**src/rtl/irq_controller.sv**
```systemverilog
// Interrupt controller: synchronised edge capture, per-source mask, fixed-priority select, held request.
// Latency: irq_in edge to pending is 2 clocks after first sample; pending to interrupt is 1 clock.
// Backpressure: a request stays asserted until ack; re-arming needs one ack-low cycle after service.
`timescale 1ns/1ps
module irq_controller #(
    parameter int N_SRC  = 4,
    parameter int ID_W   = 2,
    parameter int MISS_W = 8
) (
    input  logic              clk,
    input  logic              rst,
    input  logic [N_SRC-1:0]  irq_in,
    input  logic [N_SRC-1:0]  mask,
    input  logic              ack,
    output logic              interrupt,
    output logic [ID_W-1:0]   irq_id,
    output logic [N_SRC-1:0]  pending,
    output logic [MISS_W-1:0] miss_count
);

    localparam int CNT_W = $clog2(N_SRC + 1);
    localparam int SUM_W = MISS_W + CNT_W;

    typedef enum logic [1:0] {
        ST_IDLE = 2'd0,
        ST_REQ  = 2'd1,
        ST_WAIT = 2'd2
    } state_t;

    state_t state, state_nxt;

    logic [N_SRC-1:0]  sync_s1, sync_s2, sync_prev;
    logic [N_SRC-1:0]  edge_det;
    logic [N_SRC-1:0]  eligible;
    logic [N_SRC-1:0]  clear;
    logic [N_SRC-1:0]  miss_vec;
    logic [N_SRC-1:0]  pending_nxt;
    logic [ID_W-1:0]   sel_id;
    logic              load_id;
    logic              svc_ack;
    logic [CNT_W-1:0]  miss_pop;
    logic [SUM_W-1:0]  miss_sum;
    logic [MISS_W-1:0] miss_nxt;

    // Two-flop synchroniser plus a history flop for rising-edge detection.
    always_ff @(posedge clk or negedge rst) begin
        if (!rst) begin
            sync_s1   <= '0;
            sync_s2   <= '0;
            sync_prev <= '0;
        end else begin
            sync_s1   <= irq_in;
            sync_s2   <= sync_s1;
            sync_prev <= sync_s2;
        end
    end

    assign edge_det = sync_s2 & ~sync_prev;
    assign eligible = pending & ~mask;
    assign svc_ack  = (state == ST_REQ) && ack;

    // Descending scan so the lowest set index is the one left in sel_id.
    always_comb begin
        sel_id = '0;
        for (int i = N_SRC - 1; i >= 0; i--) begin
            if (eligible[i]) begin
                sel_id = ID_W'(i);
            end
        end
    end

    always_comb begin
        clear = '0;
        for (int i = 0; i < N_SRC; i++) begin
            clear[i] = svc_ack && (irq_id == ID_W'(i));
        end
    end

    // A new edge wins over a same-cycle clear, and is not counted as a miss.
    assign miss_vec    = edge_det & pending & ~clear;
    assign pending_nxt = edge_det | (pending & ~clear);

    always_comb begin
        miss_pop = '0;
        for (int i = 0; i < N_SRC; i++) begin
            miss_pop = miss_pop + CNT_W'(miss_vec[i]);
        end
    end

    always_comb begin
        miss_sum = SUM_W'(miss_count) + SUM_W'(miss_pop);
        miss_nxt = miss_sum[MISS_W-1:0];
        if (miss_sum > SUM_W'({MISS_W{1'b1}})) begin
            miss_nxt = {MISS_W{1'b1}};
        end
    end

    always_comb begin
        state_nxt = state;
        load_id   = 1'b0;
        case (state)
            ST_IDLE: begin
                if (|eligible) begin
                    load_id   = 1'b1;
                    state_nxt = ST_REQ;
                end
            end
            ST_REQ: begin
                if (ack) begin
                    state_nxt = ST_WAIT;
                end
            end
            ST_WAIT: begin
                if (!ack) begin
                    state_nxt = ST_IDLE;
                end
            end
            default: state_nxt = ST_IDLE;
        endcase
    end

    always_ff @(posedge clk or negedge rst) begin
        if (!rst) begin
            state      <= ST_IDLE;
            interrupt  <= 1'b0;
            irq_id     <= '0;
            pending    <= '0;
            miss_count <= '0;
        end else begin
            state      <= state_nxt;
            interrupt  <= (state_nxt == ST_REQ);
            pending    <= pending_nxt;
            miss_count <= miss_nxt;
            if (load_id) begin
                irq_id <= sel_id;
            end
        end
    end

endmodule

```
**config.mk**
```make
export PLATFORM = sky130hd
export DESIGN_NAME = irq_controller
export DESIGN_NICKNAME = d
export VERILOG_FILES = /design/src/rtl/irq_controller.sv
export SDC_FILE = /design/constraint.sdc
export NUM_CORES = 1
export LEC_CHECK = 0
export CAP_MARGIN = 40
export CELL_PAD_IN_SITES_DETAIL_PLACEMENT = 1
export CELL_PAD_IN_SITES_GLOBAL_PLACEMENT = 2
export CORE_MARGIN = 4
export CORE_UTILIZATION = 29
export DETAILED_ROUTE_END_ITERATION = 6
export HOLD_SLACK_MARGIN = 0.06
export PLACE_DENSITY = 0.85
export REMOVE_ABC_BUFFERS = 1
export SLEW_MARGIN = 30
export SYNTH_ARGS = -nofsm -noshare
export SYNTH_HDL_FRONTEND = slang
export SYNTH_SLANG_ARGS = --single-unit
```
**constraint.sdc**
```tcl
create_clock -name clk -period 3 [get_ports clk]
set_clock_uncertainty 0.1 [all_clocks]
set_input_delay 0.75 -clock clk [delete_from_list [all_inputs] [get_ports clk]]
set_output_delay 0.75 -clock clk [all_outputs]
set_load 0.005 [all_outputs]
```
==> qor.csv <==
metric;value;unit
status;finished, violations left;
violated checks;setup timing;
CP cell instances;buf_8 > nand2_4 > o31ai_4 > or3_4 > fa_1 > fa_2 > inv_2 > fa_2 > and3_4 > nand2_4 > nor4bb_2 > nor2_1;
Buf+Inv Stages, Crit Path;2;
Gate power share;0.412;
cell with the most instances after synthesis;dfrtp_1;
fin cells;196;
Vias/cell;4.70;
antenna viol nets, final;0;
Core Util, Final;0.454;
crit-path max FO;3;
sequential share of power;0.365;
reg2reg setup slack;-0.03;ns
Die H;72.2;µm
Sw Ratio;0.334;
Die ar.;5210;µm²
CP max stage delay;0.49;ns
IO Count;26;
endpoints failing hold;0;
synthesized area per cell;11.9;µm²
Gate Count Post-Synth;100;
ys async rst share;1.00;
critical path data required time;3.07;ns
grt ovf;0;
Psw;613;µW
Worst IR Drop VDD;0.343;mV
TritonRoute pass-1 iters;2;
clock slew at reported path FFs;0.07;ns
post-synth top area share;0.607;
Yosys cell types;26;
RSZ-0062 raised after global routing;true;
Setup crit start kind;input port;
placed cells;183;
Slew @ Worst Pin;0.375;ns
Initial Util;0.299;
Int Pwr;1220;µW
total number of vias;921;
number of global-route vias before repair;1021;
Clock Power Share;0.223;
drt total wl;2.94;mm
slew margin rel.;0.750;
final worst slack;-0.0736;ns
total power;1830;µW
Crit Path Class;input port to flop;
root buf cell;clkbuf_8;
Synth area leader;dfrtp_1;
WL/cell;15.0;µm
area grow syn2layout;51.8;%
power density cells;1010;nW/µm²
Max-cap violations;0;
initial antenna violation count;0;
GP Congestion;0.832;
global-route wire length before repair;4.69;mm
htree depth;2;
Num CTS Buffers;5;
period utilization;1.02;
core area;4000;µm²
Final min period;3.07;ns
All-Layer GR Usage;0.120;
Worst setup EP type;flop;
synthesized flop and latch total;29;
# port buffers;25;
Post-synth top cells;dfrtp_1, inv_1, nand2_1, o21ai_0, nor2_1;
synthesized area;1190;µm²
DRC;0;
Final Max Tran Viols;0;
Max stage delay cell, worst path;fa_1;
leakage;0.000808;µW
Most used DFF post-synth;dfrtp_1;
later-pin clock latency in the skew report;0.28;ns
Post-DP HPWL;2.04;mm
Ys Warns;0;
largest net degree at the start of global routing;30;
layout cell share with drive strength beyond 1;0.308;
Setup TNS;-0.0951;ns
CTS tree;yes;
final net count;160;
Rows;23;
DR iter-0 viols;21;
Area contributors post-synth;dfrtp_1, fa_1, o21ai_0;
ant diodes;0;
sequential-to-total area share from yosys stat;0.607;
Clock Tree Buf Depth;2;
WHS;0.250;ns
family with the most delay on the worst path;simple AND/OR/NAND/NOR gates;
number of synthesized flops with an enable pin;0;
Worst EP arrival;3.14;ns
Max Fclk;0.325;GHz
Final setup viols;3;
worst hold path type;flop to flop;
die extent in x;72.2;µm
clock sink count;29;
cell usage in the layout, fill, tap and decap left out, types with 2 or more instances in the layout:
master	instances
o21ai_0	8
fa_2	2
a31oi_1	3
clkbuf_8	5
nand2b_1	2
nor2b_4	3
nand2_1	6
buf_4	13
inv_1	9
nor2b_1	2
nand2_4	2
clkdlybuf4s50_1	24
or3_1	2
or3_4	2
dfrtp_1	29
nor2_1	6
xor2_1	2
flip-flops by register name, summed over array words and instances, names as in the netlist:
| signal | cells |
|---|---|
| sync_prev | 4 |
| pending | 4 |
| irq_id | 2 |
| miss_count | 8 |
| state | 2 |
| sync_s2 | 4 |
| interrupt | 1 |
| sync_s1 | 4 |
kinds of logic after synthesis:
logic type                 synth area share
AOI/OAI and AO/OA                     0.109
buffers and inverters                0.0314
muxes                                0.0220
and+or+nand+nor                       0.155
DFF                                   0.607
adders and majority gates            0.0607
xor gates and xnor gates             0.0147
routing by layer:
layer	routed length, µm	up-vias	track usage
met5	0	-	0
met3	118	9	0.0402
li1	-	428	-
met4	68	0	0.0605
met2	1650	18	0.199
met1	1110	466	0.137
final timing paths:
kind | to | from | cells after the start
max in group asynchronous | miss_count[3] | rst | 2
min in group asynchronous | state[1] | rst | 2
max reg2reg | miss_count[6] | state[0] | 12
min reg2reg | sync_s2[2] | sync_s1[2] | 0
max | miss_count[6] | ack | 12
min | sync_s2[2] | sync_s1[2] | 0
what timing repair did:
action	4_1_cts	5_1_grt
hold endpoints to repair	0	0
hold buffers	0	0
setup endpoints to repair	8	7
pin swaps	7	8
resized for setup	18	10
buffers inserted	2	3
worst reg2reg max path, delay by kind of cell (launching register included):
kind,cells,cell delay [ns]
adders and majority gates,3,1.07
AOI/OAI and AO/OA,1,0.07
DFF,1,0.38
and+or+nand+nor,7,1.22
buffers and inverters,1,0.06
stage by stage:
step                cell area, µm²  setup slack, ns
floorplan                     1190           -0.204
global placement              1570           -0.736
detailed placement            1570           -0.837
CTS                           1750          0.00293
global route                  1810           -0.235
finish                        1810          -0.0736
power by group through the flow:
| stage | Sequential, µW | Combinational [µW] | Clock [µW] |
|---|---|---|---|
| global route | 693 | 838 | 442 |
| floorplan | 629 | 293 | 0 |
| global placement | 639 | 618 | 0 |
| CTS | 656 | 705 | 420 |
| detailed placement | 643 | 649 | 0 |
| finish | 670 | 756 | 409 |
area by class of cell:
cell class,instances,area [µm²]
timing repair buffer,38,353
fill,425,2190
inverter,10,37.5
clock buffer,5,68.8
tap,50,62.6
sequential,29,726
multi-input combinational,61,520
clock inverter,3,46.3
(Power assumes the default switching activity.)
==> RTL edit 1: new RTL, same settings <==
The 3 states of `state_t` get a one-hot encoding in 3 bits.
--- a/src/rtl/irq_controller.sv
+++ b/src/rtl/irq_controller.sv
@@ -22,8 +22,8 @@
     localparam int SUM_W = MISS_W + CNT_W;
 
-    typedef enum logic [1:0] {
-        ST_IDLE = 2'd0,
-        ST_REQ  = 2'd1,
-        ST_WAIT = 2'd2
+    typedef enum logic [2:0] {
+        ST_IDLE = 3'b001,
+        ST_REQ  = 3'b010,
+        ST_WAIT = 3'b100
     } state_t;
 
Behaviour: same outputs for any inputs over 10 cycles, from zero or initial values and one cycle with rst low; not proved beyond that.
==> RTL edit 1 against the unedited design <==
The flow still finishes with violations (setup timing). Setup slack got worse by 0.018 ns. Synthesized area is 6.3% higher. First-iteration DRC count fell by 19%. Final area fell by 1.5%. Routed wire length decreased by 0.85%. Die area increased by 5.6%. Sequential cell count is 1 higher. Power shrank 9.4%. Critical path depth did not move. Largest cell class unchanged.
==> RTL edit 1: results (changes against the unedited design) <==
| Metric | Value |
|---|---|
| Status | finished with violations |
| Failing checks | setup timing |
| Post_cts resized | 14 (-4) |
| Total negative slack | -0.323 ns (-0.228 ns) |
| Initial drt markers | 17 (-19%) |
| Area contributors post-synth | dfrtp_1 57%, fa_1 4.7%, nor2b_1 3.9% |
| Largest delay share family, worst path | adder cells |
| Final worst setup slack | -0.0913 ns (-0.0177 ns) |
| Maximum VDD drop | 397 µV (+15%) |
| Fill count | 450 (+5.9%) |
| Slew HR | 72.8% (-2.2 points) |
| Synth top cells by count | 29 x dfrtp_1, 9 x inv_1, 8 x nor2b_1, 8 x o21ai_0, 7 x nand2_1 |
| Syn Area/Cell | 11.9 µm² (-0.67%) |
| Hold path depth | 0 (unchanged) |
| GRT Util Overall | 12.4% (+0.37 points) |
| Placed instance area | 1630 µm² (+4.0%) |
| Post-CTS setup buffer count | 1 (-1) |
| Pre-CTS setup slack | -0.934 ns (-0.0978 ns) |
| Largest net degree at the start of global routing | 31 (+3.3%) |
| Largest register FFs | 8 (unchanged) |
| Post-route insts no fill | 198 (+1.0%) |
| Crit Reg-Reg Startpoint | state[0]$_DFF_PN1_ |
| R2r setup slk | -0.07 ns (-0.04 ns) |
| Via count | 935 (+1.5%) |
| Pleak | 0.771 nW (-4.6%) |
| Layout cell share with drive strength beyond 1 | 23.6% (-7.2 points) |
| First drt pass iteration count | 2 (unchanged) |
| Setup violators final | 7 (+4) |
| Met2 usage | 20.6% (+0.65 points) |
| Post-Route M1 WL | 1.18 mm (+6.6%) |
| HPWL Detailed | 2.13 mm (+4.2%) |
| Met2 routed wirelength | 1.49 mm (-9.8%) |
| Sequential fraction of the synthesis area | 59.2% (-1.5 points) |
| Sw frac | 32.6% (-0.81 points) |
| Vias in the first global route | 1065 (+4.3%) |
| Met3 wire length | 189 µm (+60%) |
| Placer Congestion | 0.833 (about the same) |
| Worst reg2reg path endpoint | miss_count[7]$_DFF_PN0_ |
| Reg power frac | 37.6% (+1.1 points) |
| Drt wl/cell | 14.7 µm (-1.9%) |
| Pwr dens | 930 nW/µm² (-8.0%) |
| WHS | 0.248 ns (-0.00169 ns) |
| CTS root buf | clkbuf_8 |
| Adder and majority gate portion of the synthesized area | 5.71% (-0.36 points) |
| Hold Path Sink | sync_s2[3]$_DFF_PN0_ |
| Clock share of power | 19.8% (-2.5 points) |
| First-pass GRT wire length | 4.96 mm (+5.7%) |
| Port Buf Inserts | 25 (unchanged) |
| Worst path arrival time | 3.16 ns (+0.02 ns) |
| M3 GR Usage | 4.73% (+0.71 points) |
| Hold Path Origin | sync_s1[3]$_DFF_PN0_ |
| GR Util met1 | 13.9% (+0.19 points) |
| Crit path max fanout | 4 (+1) |
| Layout Nets | 162 (+1.3%) |
| Max stage delay on crit path | 0.54 ns (+0.05 ns) |
| Multi-input gate area | 528 µm² (+1.4%) |
| Cell variety after synth | 30 (+15%) |
| Placed insts | 188 (+2.7%) |
## RTL edit 1: cell count changes after synthesis, sizes merged, moves of 2 or more
cell	unedited run	this run
nand2	9	7
o41ai	0	2
nand2b	2	4
o31ai	2	0
a21oi	1	6
or3	4	2
or2	0	3
nand4	0	2
nor2b	6	8
o21a	1	4
a31oi	3	0
nor2	7	2
## RTL edit 1: area by class of cell
cell class | instances | share of cell area (%)
Sequential cell | 30 | 42.1
Multi-Input combinational cell | 67 | 29.6
Timing Repair Buffer | 34 | 17.9
Clock buffer | 7 | 4.83
Tap cell | 50 | 3.50
Inverter | 9 | 1.89
Clock inverter | 1 | 0.280
## RTL edit 1: cells by family (layout without fill, tap and decap cells)
family | after synthesis | after routing
AOI/OAI and AO/OA | 21 | 21
xor gates and xnor gates | 3 | 3
adders and majority gates | 4 | 4
buffers and inverters | 10 | 51
DFF | 30 | 30
muxes | 1 | 1
and+or+nand+nor | 38 | 38
==> RTL edit 2: new RTL, same settings <==
Without the edit above. `ID_W`: 2 -> 4.
--- a/src/rtl/irq_controller.sv
+++ b/src/rtl/irq_controller.sv
@@ -5,5 +5,5 @@
 module irq_controller #(
     parameter int N_SRC  = 4,
-    parameter int ID_W   = 2,
+    parameter int ID_W   = 4,
     parameter int MISS_W = 8
 ) (
Interface: changed (resized irq_id); port bits go from 26 to 28. The function was not compared with the original's and may differ.
==> RTL edit 2 against the unedited design <==
The flow still finishes with violations (setup timing). Final area is 0.41% lower. Synthesized area is 1.6% higher. Sequential cell count stayed put. Setup slack better by 0.070 ns. Die area is 1.4% higher. Routed wire length is 1.5% higher. Power is 4.4% lower. Largest cell class unchanged. Largest power group unchanged. Highest routed layer unchanged.
==> RTL edit 2: results (changes against the unedited design) <==
| Metric | Value |
|---|---|
| Async set-reset flop share out of synthesis | 100% (unchanged) |
| Via count | 924 (+0.33%) |
| Final worst setup slack | -0.00364 ns (+0.0699 ns) |
| Crit path max fanout | 3 (unchanged) |
| Hold Path Sink | sync_s2[2]$_DFF_PN0_ |
| Max stage delay on crit path | 0.51 ns (+0.02 ns) |
| Port Buf Inserts | 25 (unchanged) |
| Largest delay share family, worst path | adder cells |
| Inserted Clock Buffers | 5 (unchanged) |
| Failing checks | setup timing |
| HPWL Detailed | 2.06 mm (+1.0%) |
| Drt wl/cell | 15.0 µm (about the same) |
| H-tree levels | 2 (unchanged) |
| YS warnings | 0 (unchanged) |
| Sequential fraction of the synthesis area | 59.8% (-0.94 points) |
| First-pass GRT wire length | 5.00 mm (+6.5%) |
| Status | finished with violations |
| GRT Util Overall | 12.4% (+0.41 points) |
| Biggest register | miss_count |
| Largest net degree at the start of global routing | 30 (unchanged) |
| R2r setup slk | 0.01 ns (+0.04 ns) |
| Initial drt markers | 52 (+150%) |
| Bufs on Longest Clock Path | 2 (unchanged) |
| Cell variety after synth | 28 (+7.7%) |
| CTS root buf | clkbuf_8 |
| Maximum VDD drop | 407 µV (+19%) |
| GRT overflow | 0 (unchanged) |
| Diode count | 0 (unchanged) |
| First drt pass iteration count | 4 (+2) |
| Largest register FFs | 8 (unchanged) |
| Synth top cells by count | 29 x dfrtp_1, 10 x inv_1, 9 x nand2_1, 9 x o21ai_0, 6 x nor2_1 |
| Layout Nets | 163 (+1.9%) |
| Worst Reg-to-Reg Cells | 12 (unchanged) |
| Worst path arrival time | 3.06 ns (-0.08 ns) |
| Hold Path Class | register to register |
| Layout cell share with drive strength beyond 1 | 30.9% (+0.051 points) |
| Pleak | 0.807 nW (-0.13%) |
| Crit Reg-Reg Startpoint | state[0]$_DFF_PN0_ |
| Slowest library cell on the worst path | fa_1 |
| Clk_lat worst skew | 0.28 ns (about the same) |
| Vias in the first global route | 1058 (+3.6%) |
| Placed instance area | 1590 µm² (+1.4%) |
| CTS clk-pin slew, worst paths | about 0.06 ns |
| Placer Congestion | 0.760 (-8.7%) |
| Worst reg2reg path endpoint | miss_count[7]$_DFF_PN0_ |
| Hold Path Origin | sync_s1[2]$_DFF_PN0_ |
| Hold path depth | 0 (unchanged) |
| Area contributors post-synth | dfrtp_1 60%, fa_1 4.9%, o21ai_0 3.7% |
| Initial antenna violation count | 0 (unchanged) |
| Setup violators final | 1 (-2) |
==> RTL edit 2: final cells by class <==
cell class / count / area, µm²
clock inverter: 2 / 10.0
fill: 443 / 2220
clock buffer: 6 / 72.6
tap: 50 / 62.6
multi-input combinational: 63 / 538
timing repair buffer: 39 / 360
sequential: 29 / 726
inverter: 10 / 37.5
==> RTL edit 2: worst max-delay path by stage <==
stage                         endpoint  slack (ns)  depth (start not counted)               start
3_3_place_gp   miss_count[6]$_DFF_PN0_       -0.73                         12                 ack
5_1_grt        miss_count[6]$_DFF_PN0_       -0.15                         12  state[0]$_DFF_PN0_
6_report       miss_count[7]$_DFF_PN0_      -0.004                         12                 ack
2_1_floorplan  miss_count[6]$_DFF_PN0_       -0.20                         11                 ack
3_5_place_dp   miss_count[6]$_DFF_PN0_       -0.86                         12                 ack
4_1_cts        miss_count[6]$_DFF_PN0_       -0.03                         12                 ack
==> RTL edit 2: what timing repair did <==
| action | CTS | global route |
|---|---|---|
| pin swaps | 7 | 5 |
| endpoints found under the setup margin | 8 | 7 |
| resized for setup | 22 | 9 |
| setup buffers | 2 | 2 |
==> RTL edit 2: through the flow <==
step                      power (mW)  hold slack, ns  worst slack [ns]  std cells   TNS, ns
after detailed placement        1.31           0.236            -0.864        187     -6.14
after global placement          1.26           0.233            -0.726        187     -5.23
after CTS                       1.70           0.250           -0.0264        197   -0.0397
final                           1.75           0.246          -0.00364        199  -0.00364
after global routing            1.89           0.263            -0.148        199    -0.762
after floorplan                0.922           0.231            -0.204        102    -0.369
==> RTL edit 2: kinds of logic after synthesis <==
logic type / count (synthesis) / synth area share (%)
AND/OR/NAND/NOR: 33 / 15.3
flip-flops: 29 / 59.8
XOR/XNOR: 2 / 1.44
other: 1 / 0.309
multiplexers: 2 / 2.16
adder cells (fa/ha/maj): 4 / 5.98
AO/OA/AOI/OAI: 20 / 10.7
buffers and inverters: 12 / 4.33
==> RTL edit 2: layer usage <==
layer / global-route usage (%) / vias up / wire (µm)
met5: 0 / - / 0
met4: 5.12 / 0 / 35
met3: 3.58 / 2 / 117
met2: 21.0 / 17 / 1580
met1: 14.7 / 472 / 1260
li1: - / 433 / -
==> RTL edit 2: where the power goes <==
part / total, mW / switching (mW) / leakage [nW] / internal [mW]
clock: 0.306 / 0.146 / 0.0450 / 0.160
combinational: 0.784 / 0.305 / 0.427 / 0.479
sequential: 0.664 / 0.153 / 0.335 / 0.511
